===== src/rtl/ddr_port_arbiter_pkg.sv =====
// rtl/ddr_port_arbiter_pkg.sv - shared types and defaults for the DDR port arbiter
//
// Purpose: DDR address/data types, requester count and watchdog defaults,
//          requester index type and the arbiter state encoding.
// Ports:   none (package).
package ddr_port_arbiter_pkg;

  localparam int DdrAddrWidth     = 32;
  localparam int DdrDataWidth     = 32;
  localparam int NumDdrRequesters = 2;
  localparam int DdrTimeoutCycles = 1024;

  typedef logic [DdrAddrWidth-1:0] ddr_address_t;
  typedef logic [DdrDataWidth-1:0] ddr_data_t;

  typedef logic [$clog2(NumDdrRequesters)-1:0] ddr_req_idx_t;

  typedef enum logic [1:0] {
    IDLE    = 2'd0,
    BUSY_RD = 2'd1,
    BUSY_WR = 2'd2
  } ddr_arb_state_t;

endpackage


===== src/rtl/ddr_port_arbiter_rr_arbiter.sv =====
// rtl/ddr_port_arbiter_rr_arbiter.sv - combinational round-robin pick for the DDR port
//
// Purpose: picks the first eligible requester strictly after the pointer,
//          wrapping around; eligible = req & lock_mask.
// Ports:
//   req         in   N       active requests
//   pointer     in   idx     last winner; search starts at pointer+1
//   lock_mask   in   N       requesters allowed to win this round
//   grant       out  N       one-hot winner (zero if none)
//   grant_idx   out  idx     winner index
//   grant_valid out  1       a winner exists
module ddr_port_arbiter_rr_arbiter #(
  parameter int NumRequesters = 2,
  localparam int IdxWidth     = $clog2(NumRequesters)
) (
  input  logic [NumRequesters-1:0] req,
  input  logic [IdxWidth-1:0]      pointer,
  input  logic [NumRequesters-1:0] lock_mask,
  output logic [NumRequesters-1:0] grant,
  output logic [IdxWidth-1:0]      grant_idx,
  output logic                     grant_valid
);

  logic [NumRequesters-1:0] eligible;
  logic [IdxWidth-1:0]      idx_hi;
  logic [IdxWidth-1:0]      idx_lo;
  logic                     found_hi;
  logic                     found_lo;

  assign eligible = req & lock_mask;

  // Lowest eligible index above the pointer wins; otherwise wrap to the
  // lowest eligible index overall. Scanning downwards lets the last hit
  // be the lowest one.
  always_comb begin
    idx_hi   = '0;
    idx_lo   = '0;
    found_hi = 1'b0;
    found_lo = 1'b0;
    for (int k = NumRequesters - 1; k >= 0; k--) begin
      if (eligible[k]) begin
        found_lo = 1'b1;
        idx_lo   = IdxWidth'(k);
        if (k > int'(pointer)) begin
          found_hi = 1'b1;
          idx_hi   = IdxWidth'(k);
        end
      end
    end
    grant_valid = found_lo;
    grant_idx   = found_hi ? idx_hi : idx_lo;
    grant       = '0;
    if (found_lo) begin
      grant[grant_idx] = 1'b1;
    end
  end

endmodule


===== src/rtl/ddr_port_arbiter.sv =====
// rtl/ddr_port_arbiter.sv - round-robin owner arbiter for the single DDR port
//
// Purpose: grants one read or write at a time to one of N masters, with an
//          optional lock, owner-only response routing and a watchdog.
// Ports:
//   clk_i, rst_i                  clock, async active-high reset
//   req_address_i/req_w_data_i    per-requester address / write data
//   req_r_en_i/req_w_en_i         per-requester level requests
//   req_lock_i                    owner keeps the grant across accesses
//   req_r_data_o                  DDR read data broadcast
//   req_r_valid_o/req_w_done_o    owner-only completion strobes
//   grant_o                       registered one-hot owner
//   ddr_address_o/ddr_w_data_o    registered DDR address / write data
//   ddr_r_en_o/ddr_w_en_o         registered DDR enables
//   ddr_r_data_i/ddr_r_valid_i/ddr_w_done_i  DDR responses
//   timeout_o/protocol_err_o      sticky error flags
module ddr_port_arbiter
  import ddr_port_arbiter_pkg::*;
#(
  parameter int NumRequesters = NumDdrRequesters,
  parameter int TimeoutCycles = DdrTimeoutCycles
) (
  input  logic                     clk_i,
  input  logic                     rst_i,
  input  ddr_address_t             req_address_i [NumRequesters],
  input  logic [NumRequesters-1:0] req_r_en_i,
  input  logic [NumRequesters-1:0] req_w_en_i,
  input  ddr_data_t                req_w_data_i  [NumRequesters],
  input  logic [NumRequesters-1:0] req_lock_i,
  output ddr_data_t                req_r_data_o,
  output logic [NumRequesters-1:0] req_r_valid_o,
  output logic [NumRequesters-1:0] req_w_done_o,
  output logic [NumRequesters-1:0] grant_o,
  output ddr_address_t             ddr_address_o,
  output logic                     ddr_w_en_o,
  output ddr_data_t                ddr_w_data_o,
  output logic                     ddr_r_en_o,
  input  ddr_data_t                ddr_r_data_i,
  input  logic                     ddr_r_valid_i,
  input  logic                     ddr_w_done_i,
  output logic                     timeout_o,
  output logic                     protocol_err_o
);

  localparam int IdxWidth = $clog2(NumRequesters);
  localparam int CntWidth = (TimeoutCycles > 1) ? $clog2(TimeoutCycles) : 1;

  ddr_arb_state_t           state_q, state_d;
  logic [IdxWidth-1:0]      ptr_q;        // last winner == current owner
  logic                     owner_valid_q; // ptr_q names a real owner that may hold a lock
  logic [NumRequesters-1:0] grant_q;
  ddr_address_t             addr_q;
  ddr_data_t                wdata_q;
  logic                     r_en_q, w_en_q;
  logic [CntWidth-1:0]      cnt_q;
  logic                     timeout_q, perr_q;

  logic [NumRequesters-1:0] active;
  logic [NumRequesters-1:0] lock_mask;
  logic [NumRequesters-1:0] arb_grant;
  logic [IdxWidth-1:0]      arb_idx;
  logic                     arb_valid;
  logic                     resp_hit;
  logic                     wd_expire;

  assign active = req_r_en_i | req_w_en_i;

  // A locked owner excludes everyone else, even while it has nothing to ask.
  always_comb begin
    lock_mask = '1;
    if (owner_valid_q && req_lock_i[ptr_q]) begin
      lock_mask        = '0;
      lock_mask[ptr_q] = 1'b1;
    end
  end

  ddr_port_arbiter_rr_arbiter #(
    .NumRequesters(NumRequesters)
  ) u_rr (
    .req        (active),
    .pointer    (ptr_q),
    .lock_mask  (lock_mask),
    .grant      (arb_grant),
    .grant_idx  (arb_idx),
    .grant_valid(arb_valid)
  );

  assign resp_hit  = ((state_q == BUSY_RD) && ddr_r_valid_i) ||
                     ((state_q == BUSY_WR) && ddr_w_done_i);
  // A response in the last allowed cycle still counts as a completion.
  assign wd_expire = (TimeoutCycles != 0) && (state_q != IDLE) && !resp_hit &&
                     (cnt_q == CntWidth'(TimeoutCycles - 1));

  always_ff @(posedge clk_i or posedge rst_i) begin
    if (rst_i) begin
      state_q <= IDLE;
    end else begin
      state_q <= state_d;
    end
  end

  always_comb begin
    state_d       = state_q;
    req_r_valid_o = '0;
    req_w_done_o  = '0;
    case (state_q)
      IDLE: begin
        // Write wins when a requester raises both enables.
        if (arb_valid) begin
          state_d = req_w_en_i[arb_idx] ? BUSY_WR : BUSY_RD;
        end
      end
      BUSY_RD: begin
        if (ddr_r_valid_i) begin
          req_r_valid_o = grant_q;
        end
        if (resp_hit || wd_expire) begin
          state_d = IDLE;
        end
      end
      BUSY_WR: begin
        if (ddr_w_done_i) begin
          req_w_done_o = grant_q;
        end
        if (resp_hit || wd_expire) begin
          state_d = IDLE;
        end
      end
      default: state_d = IDLE;
    endcase
  end

  always_ff @(posedge clk_i or posedge rst_i) begin
    if (rst_i) begin
      ptr_q         <= IdxWidth'(NumRequesters - 1);
      owner_valid_q <= 1'b0;
      grant_q       <= '0;
      addr_q        <= '0;
      wdata_q       <= '0;
      r_en_q        <= 1'b0;
      w_en_q        <= 1'b0;
      cnt_q         <= '0;
      timeout_q     <= 1'b0;
      perr_q        <= 1'b0;
    end else begin
      r_en_q <= (state_d == BUSY_RD);
      w_en_q <= (state_d == BUSY_WR);
      if (|(req_r_en_i & req_w_en_i)) begin
        perr_q <= 1'b1;
      end
      if (state_q == IDLE) begin
        grant_q <= arb_grant;
        if (arb_valid) begin
          ptr_q         <= arb_idx;
          owner_valid_q <= 1'b1;
          addr_q        <= req_address_i[arb_idx];
          wdata_q       <= req_w_data_i[arb_idx];
          cnt_q         <= '0;
        end
      end else if (wd_expire) begin
        timeout_q     <= 1'b1;
        owner_valid_q <= 1'b0;
      end else begin
        cnt_q <= cnt_q + 1'b1;
      end
    end
  end

  assign req_r_data_o   = ddr_r_data_i;
  assign grant_o        = grant_q;
  assign ddr_address_o  = addr_q;
  assign ddr_w_data_o   = wdata_q;
  assign ddr_r_en_o     = r_en_q;
  assign ddr_w_en_o     = w_en_q;
  assign timeout_o      = timeout_q;
  assign protocol_err_o = perr_q;

endmodule


===== config.mk =====
export PLATFORM = sky130hd
export DESIGN_NAME = ddr_port_arbiter
export DESIGN_NICKNAME = d
export VERILOG_FILES = /design/src/rtl/ddr_port_arbiter_pkg.sv /design/src/rtl/ddr_port_arbiter_rr_arbiter.sv /design/src/rtl/ddr_port_arbiter.sv
export SDC_FILE = /design/constraint.sdc
export NUM_CORES = 1
export LEC_CHECK = 0
export CAP_MARGIN = 20
export CORE_MARGIN = 2
export CORE_UTILIZATION = 30
export DETAILED_ROUTE_END_ITERATION = 8
export PLACE_DENSITY = 0.68
export SETUP_SLACK_MARGIN = 0.3
export SYNTH_ARGS = -nofsm -noshare
export SYNTH_HDL_FRONTEND = slang
export SYNTH_SLANG_ARGS = --single-unit

===== constraint.sdc =====
create_clock -name clk_i -period 4.2 [get_ports clk_i]
set_input_delay 0.63 -clock clk_i [delete_from_list [all_inputs] [get_ports clk_i]]
set_output_delay 0.63 -clock clk_i [all_outputs]
set_load 0.01 [all_outputs]

==> results of run 1 <==
[power breakdown]
group	internal (mW)	total (mW)	switching, mW
Clock	0.470	0.780	0.310
Combinational	1.10	2.12	1.02
Sequential	1.18	1.38	0.207
[state kept, by name, indices dropped and copies added (netlist names)]
signal          count
owner_valid_q       1
protocol_err_o      1
timeout_o           1
state_q             2
ddr_w_data_o       32
grant_o             2
ddr_r_en_o          1
cnt_q              10
ddr_address_o      32
ddr_w_en_o          1
ptr_q               1
[area by class of cell]
class,instances,area share
inverter,6,0.00355
timing repair buffer,216,0.323
sequential,84,0.314
tap,184,0.0344
clock inverter,5,0.00785
clock buffer,10,0.0357
multi-input combinational,292,0.281
[stage by stage]
stage	power, mW	std cells	utilization
4_1_cts	4.36	797	0.462
2_1_floorplan	2.62	437	-
3_3_place_gp	3.50	782	0.442
5_1_grt	4.60	797	0.462
6_report	4.28	797	0.462
3_5_place_dp	3.56	782	0.442
[worst paths after layout]
path	startpoint	end	slack, ns	depth (start not counted)
setup / recovery	req_w_en_i[0]	ddr_address_o[14]	1.67	7
setup reg to reg	state_q[1]	cnt_q[2]	1.73	6
hold / removal	ddr_address_o[12]	ddr_address_o[12]	0.48	2
max in group asynchronous	rst_i	grant_o[0]	2.97	3
min in group asynchronous	rst_i	ddr_w_data_o[0]	0.74	3
hold reg to reg	ddr_address_o[12]	ddr_address_o[12]	0.48	2
[layer usage]
metal  track usage  wire (um)  up-vias  share of wire
li1              -          -     1832              -
met1         0.172       4780     1689           0.41
met2         0.250       5770      144           0.49
met4        0.0588        291        0          0.025
met5             0          0        -              0
met3        0.0399        858       34          0.073
[cells in the mapped netlist (2+ instances only)]
| cell type | n | area, um^2 |
|---|---|---|
| buf_12 | 6 | 120 |
| nand3_1 | 12 | 60.1 |
| and3_1 | 5 | 31.3 |
| o22ai_1 | 3 | 18.8 |
| clkbuf_1 | 7 | 26.3 |
| nor2_1 | 7 | 26.3 |
| o21ai_0 | 5 | 25.0 |
| nand2_1 | 80 | 300 |
| o21ai_1 | 64 | 320 |
| xnor2_1 | 4 | 35.0 |
| dfrtp_1 | 83 | 2080 |
| o211a_1 | 2 | 20.0 |
| nor3_2 | 2 | 20.0 |
| inv_1 | 6 | 22.5 |
| a21oi_1 | 6 | 30.0 |
| ha_1 | 5 | 62.6 |
| mux2i_1 | 64 | 641 |
| buf_2 | 9 | 45.0 |
| nor3_1 | 5 | 25.0 |
| a22o_1 | 2 | 17.5 |
| a21o_1 | 2 | 15.0 |
| buf_4 | 33 | 248 |
[tightest hold or removal path, stage by stage (launching register included)]
cell and delay [ns]:
dfrtp_1 0.33, nand2_1 0.05, o21ai_1 0.06
[logic make-up (layout without fill, tap and decap cells)]
family / Yosys count / in the layout
buffers and inverters: 61 / 237
adders and majority gates: 5 / 5
muxes: 65 / 65
and+or+nand+nor: 122 / 122
AOI/OAI and AO/OA: 95 / 95
xor gates and xnor gates: 5 / 5
DFF: 84 / 84
==> run_results.csv, run 1 <==
group,metric,value,unit
yosys,synth_simple_gate_area_frac,0.125,
pwr,ir_worst_vdd,0.250,mV
worst_setup_path,crit_type,"primary input to flip-flop",
place,dp_slack,1.29,ns
timing,fmax,395,MHz
clock_network,cts_htree_levels,3,
worst_setup_path,critPathSlowestCell,"buf_4",
place,dpl-instance-area,0.00640,mm^2
yosys,synth_flop_cell,"dfrtp_1",
global_route,overflow,0,
yosys,synth_xor_area_frac,0.00986,
run_status,status,"finished, final reports clean",
clock_network,cts.path.max_buffers,2,
place,dp_hpwl,8970,um
timing,tightest_slew,0.782,ns
yosys,synth_compound_area_frac,0.127,
floorplanning,initial_utilization,0.307,
layout,seq_area,0.00210,mm^2
worst_setup_path,crit_fanout,45,
detailed_routing,wirelength,11700,um
pwr,p_per_area,640,mW/mm^2
layout,layout_commonest_cell,"clkdlybuf4s50_1",
layout,nFillCells,1329,
worst_setup_path,cp_top_family,"buffers and inverters",
global_route,grt_pass1_vias,3778,
timing,worst_slack,1.67,ns
clock_network,post_cts_buffers,0,
timing,maxSlewHeadroom,0.479,
job,drv_cap,0,
detailed_routing,drc,0,
worst_setup_path,worst_path_largest_cell_delay,0.63,ns
clock_network,clk_pin_slew_worst_paths,0.06,ns
clock_network,tritoncts,"built",
place,io_buffers,211,
yosys,synthCells,437,
timing,setup_tns,0,ns
timing,rsz0062_at_grt,"false",
timing,period_needed,2.53,ns
place,globalplace.congestion,0.774,
yosys,syn_avg_cell_area,10.2,um^2
yosys,seq_area_frac_synth,0.474,
floorplanning,die-width,126,um
floorplanning,io_pins,276,
timing,slew_violations,0,
global_route,grt_max_degree,70,
detailed_routing,via_per_inst,4.64,
detailed_routing,firstDrtPassIters,4,
worst_setup_path,critPathRequiredTime,4.39,ns
yosys,synth_top_family_by_area,"multiplexers",
global_route,grtUsageTotal,0.145,
clock_network,cts_root_buf,"clkbuf_16",
yosys,synth_area,0.00444,mm^2
timing,finalSetupViolCount,0,
yosys,synth-seq-cells,84,
yosys,synthArstFlopShare,1.00,
clock_network,clock_latency,0.34,ns
floorplanning,coreArea,0.0145,mm^2
layout,final_area,0.00669,mm^2
pwr,power_leakage,2.89,nW
yosys,post_synth_fa_ha_maj_area_fraction,0.0141,
global_route,antenna_found_initial,0,
floorplanning,die_area,0.0158,mm^2
layout,multi_input_area,0.00188,mm^2
clock_network,post_cts_resize_count,0,
worst_setup_path,crit_buf_inv,3,
global_route,grt_pass1_wl,18700,um
detailed_routing,vias,3699,
layout,drive_gt1_frac,0.0522,
detailed_routing,drtAntennaViolNets,0,
layout,finalNetCount,784,
timing,hold_viol_final,0,
clock_network,clock_sinks,84,
detailed_routing,wl_per_cell,14.7,um
worst_setup_path,cp.arrival,2.72,ns
timing,hold_ws,0.479,ns
yosys,synth-edff-count,0,
layout,syn2layout_area_growth,50.7,%
worst_setup_path,cp_cell_sequence,"clkdlybuf4s50_1, nor2_1, inv_1, a31oi_4, buf_4, mux2i_1, o21ai_1",
timing,clock_skew,0.00678,ns
layout,mostFrequentLayoutCells,"211 x clkdlybuf4s50_1, 83 x dfrtp_1, 79 x nand2_1, 64 x mux2i_1, 64 x o21ai_1",
worst_setup_path,cp-end-kind,"flip-flop",
worst_setup_path,startpoint_type,"primary input",
clock_network,holdBufCountCts,0,
clock_network,cts-buffers-inserted,9,
yosys,yosys_warnings,0,
detailed_routing,drt_iter0_markers,87,
yosys,synth.net_count,612,
yosys,synth_mux_area_frac,0.147,
floorplanning,die_h,126,um
worst_hold_path,holdCritPathClass,"flip-flop to flip-flop",
layout,n_antenna_cell,0,
yosys,ys_types,47,
timing,period_share,0.603,
floorplanning,core.rowCount,44,
Power figures use the tool's default switching activity.
==> run 2, diff against run 1 <==
PLACE_DENSITY = 0.7   (was 0.68)
clock period = 2.2 ns   (was 4.2 ns; I/O delays follow)
==> run_results.csv, run 2 (same netlist as run 1, synthesis figures left out) <==
group,metric,value,unit
detailed_routing,via_per_inst,4.68,
clock_network,cts_root_buf,"clkbuf_16",
worst_setup_path,r2r_start,"ptr_q",
floorplanning,die_h,126,um
detailed_routing,wl_met3,956,um
pwr,p_per_area,1220,mW/mm^2
layout,finalNetCount,802,
worst_setup_path,worstReg2RegEnd,"ddr_address_o[27]",
clock_network,tritoncts,"built",
global_route,grt_pass1_wl,19700,um
worst_setup_path,crit_buf_inv,2,
floorplanning,initial_utilization,0.307,
layout,final_area,0.00693,mm^2
pwr,power.total,8.48,mW
floorplanning,die-width,126,um
timing,hold_viol_final,0,
global_route,antenna_found_initial,0,
clock_network,cts-buffers-inserted,9,
pwr,ir_worst_vdd,0.447,mV
timing,period_needed,1.83,ns
place,globalplace.congestion,0.818,
place,dp_hpwl,9290,um
worst_setup_path,reg2regPathDepth,7,
detailed_routing,vias,3816,
clock_network,clk_pin_slew_worst_paths,0.06,ns
detailed_routing,drc,0,
detailed_routing,top_layer_used,"met4",
timing,slew_violations,0,
detailed_routing,wl_met1,5010,um
clock_network,cts_htree_levels,3,
global_route,grtUsageTotal,0.153,
worst_setup_path,crit_fanout,4,
job,drv_cap,0,
floorplanning,io_pins,276,
layout,mostFrequentLayoutCells,"207 x clkdlybuf4s50_1, 83 x dfrtp_1, 79 x nand2_1, 64 x o21ai_1, 62 x mux2i_1",
timing,clock_skew,0.00584,ns
timing,rsz0062_at_grt,"false",
run_status,status,"finished, final reports clean",
clock_network,clock_sinks,84,
worst_setup_path,cp-end-kind,"primary output",
timing,fmax,546,MHz
timing,hold_ws,0.344,ns
detailed_routing,drt_iter0_markers,158,
global_route,overflow,0,
pwr,power_leakage,3.03,nW
clock_network,cts.path.max_buffers,2,
place,dpl-instance-area,0.00657,mm^2
layout,layout_commonest_cell,"clkdlybuf4s50_1",
detailed_routing,wirelength,12100,um
worst_setup_path,critPathSlowestCell,"dfrtp_1",
timing,maxSlewHeadroom,0.709,
clock_network,holdBufCountCts,0,
worst_setup_path,crit_type,"flip-flop to primary output",
layout,drive_gt1_frac,0.0870,
worst_setup_path,worst_path_largest_cell_delay,0.39,ns
timing,finalSetupViolCount,0,
detailed_routing,firstDrtPassIters,4,
worst_setup_path,cp_top_family,"buffers and inverters",
timing,period_share,0.832,
timing,tightest_slew,0.435,ns
layout,n_antenna_cell,0,
global_route,grt_max_degree,68,
layout,syn2layout_area_growth,56.1,%
layout,nFillCells,1301,
detailed_routing,drtAntennaViolNets,0,
detailed_routing,wl_per_cell,14.8,um
floorplanning,coreArea,0.0145,mm^2
place,io_buffers,211,
floorplanning,die_area,0.0158,mm^2
worst_hold_path,holdCritPathClass,"primary input to async pin",
floorplanning,core.rowCount,44,
worst_setup_path,startpoint_type,"flip-flop",
worst_setup_path,ff2ff_setup_slack,0.39,ns
worst_setup_path,cp.arrival,1.50,ns
worst_setup_path,cp_cell_sequence,"buf_4, ha_2, and3_1, dlygate4sd2_1",
timing,setup_tns,0,ns
global_route,grt_pass1_vias,3870,
clock_network,clock_latency,0.33,ns
detailed_routing,route.met2.wl,5860,um
worst_setup_path,critPathRequiredTime,1.87,ns
-- run 2: cell types whose count changed in the layout (fill, tap and decap cells not counted), sizes merged --
| cell | delta |
|---|---|
| clkdlybuf4s50 | -4 |
| dlygate4sd2 | +3 |
| clkbuf | +4 |
| clkinv | -3 |
| buf | +18 |
| clkdlybuf4s15 | +1 |
-- run 2: worst max-delay path by stage --
| stage | from | endpoint | slack, ns | cells after the start |
|---|---|---|---|---|
| 2_1_floorplan | state_q[0] | ddr_r_en_o | 0.41 | 8 |
| 3_3_place_gp | req_w_en_i[0] | ddr_w_data_o[3] | 0.04 | 8 |
| 3_5_place_dp | req_w_en_i[0] | ddr_w_data_o[30] | 0.007 | 8 |
| 4_1_cts | state_q[1] | ddr_r_en_o | 0.28 | 7 |
| 5_1_grt | state_q[0] | req_r_valid_o[0] | 0.30 | 4 |
| 6_report | state_q[0] | req_r_valid_o[0] | 0.37 | 4 |
-- run 2: cell type report --
class                   count  area (um^2)  share of cell area
flip-flops and latches     84         2100               0.303
inverters                   6         26.3             0.00379
multi-input cells         292         1930               0.278
repair buffers            234         2360               0.340
clock inverters             2         35.0             0.00505
well taps                 184          230              0.0332
clock buffers              14          254              0.0366
-- run 2: what timing repair did --
action,in CTS,in global routing
resized for setup,5,10
buffers inserted,2,3
hold endpoints to repair,0,0
endpoints found under the setup margin,11,67
-- run 2: worst register-to-register path, cell delays in order (launching register included) --
cell and delay (ns):
dfstp_2 0.58, nand3b_4 0.17, nand2_4 0.08, a31oi_4 0.19
buf_12 0.17, buf_4 0.18, mux2i_1 0.25, o21ai_1 0.08
-- run 2: stage by stage --
stage                      util  setup WS (ns)  std cells
final                     0.479          0.370        816
after global routing      0.479          0.302        816
after CTS                 0.474          0.283        813
after detailed placement  0.453        0.00658        795
after global placement    0.453         0.0350        795
after floorplan               -          0.405        437
-- run 2: power breakdown --
group	internal, mW	switching [mW]	total [mW]	leakage [nW]
Sequential	2.24	0.406	2.65	1.04
Clock	0.910	0.570	1.48	0.141
Combinational	2.30	2.04	4.35	1.86
-- run 2: per-layer routing --
| metal | up-vias | track usage |
|---|---|---|
| li1 | 1867 | - |
| met1 | 1754 | 0.187 |
| met2 | 173 | 0.258 |
| met3 | 22 | 0.0438 |
| met4 | 0 | 0.0595 |
| met5 | - | 0 |
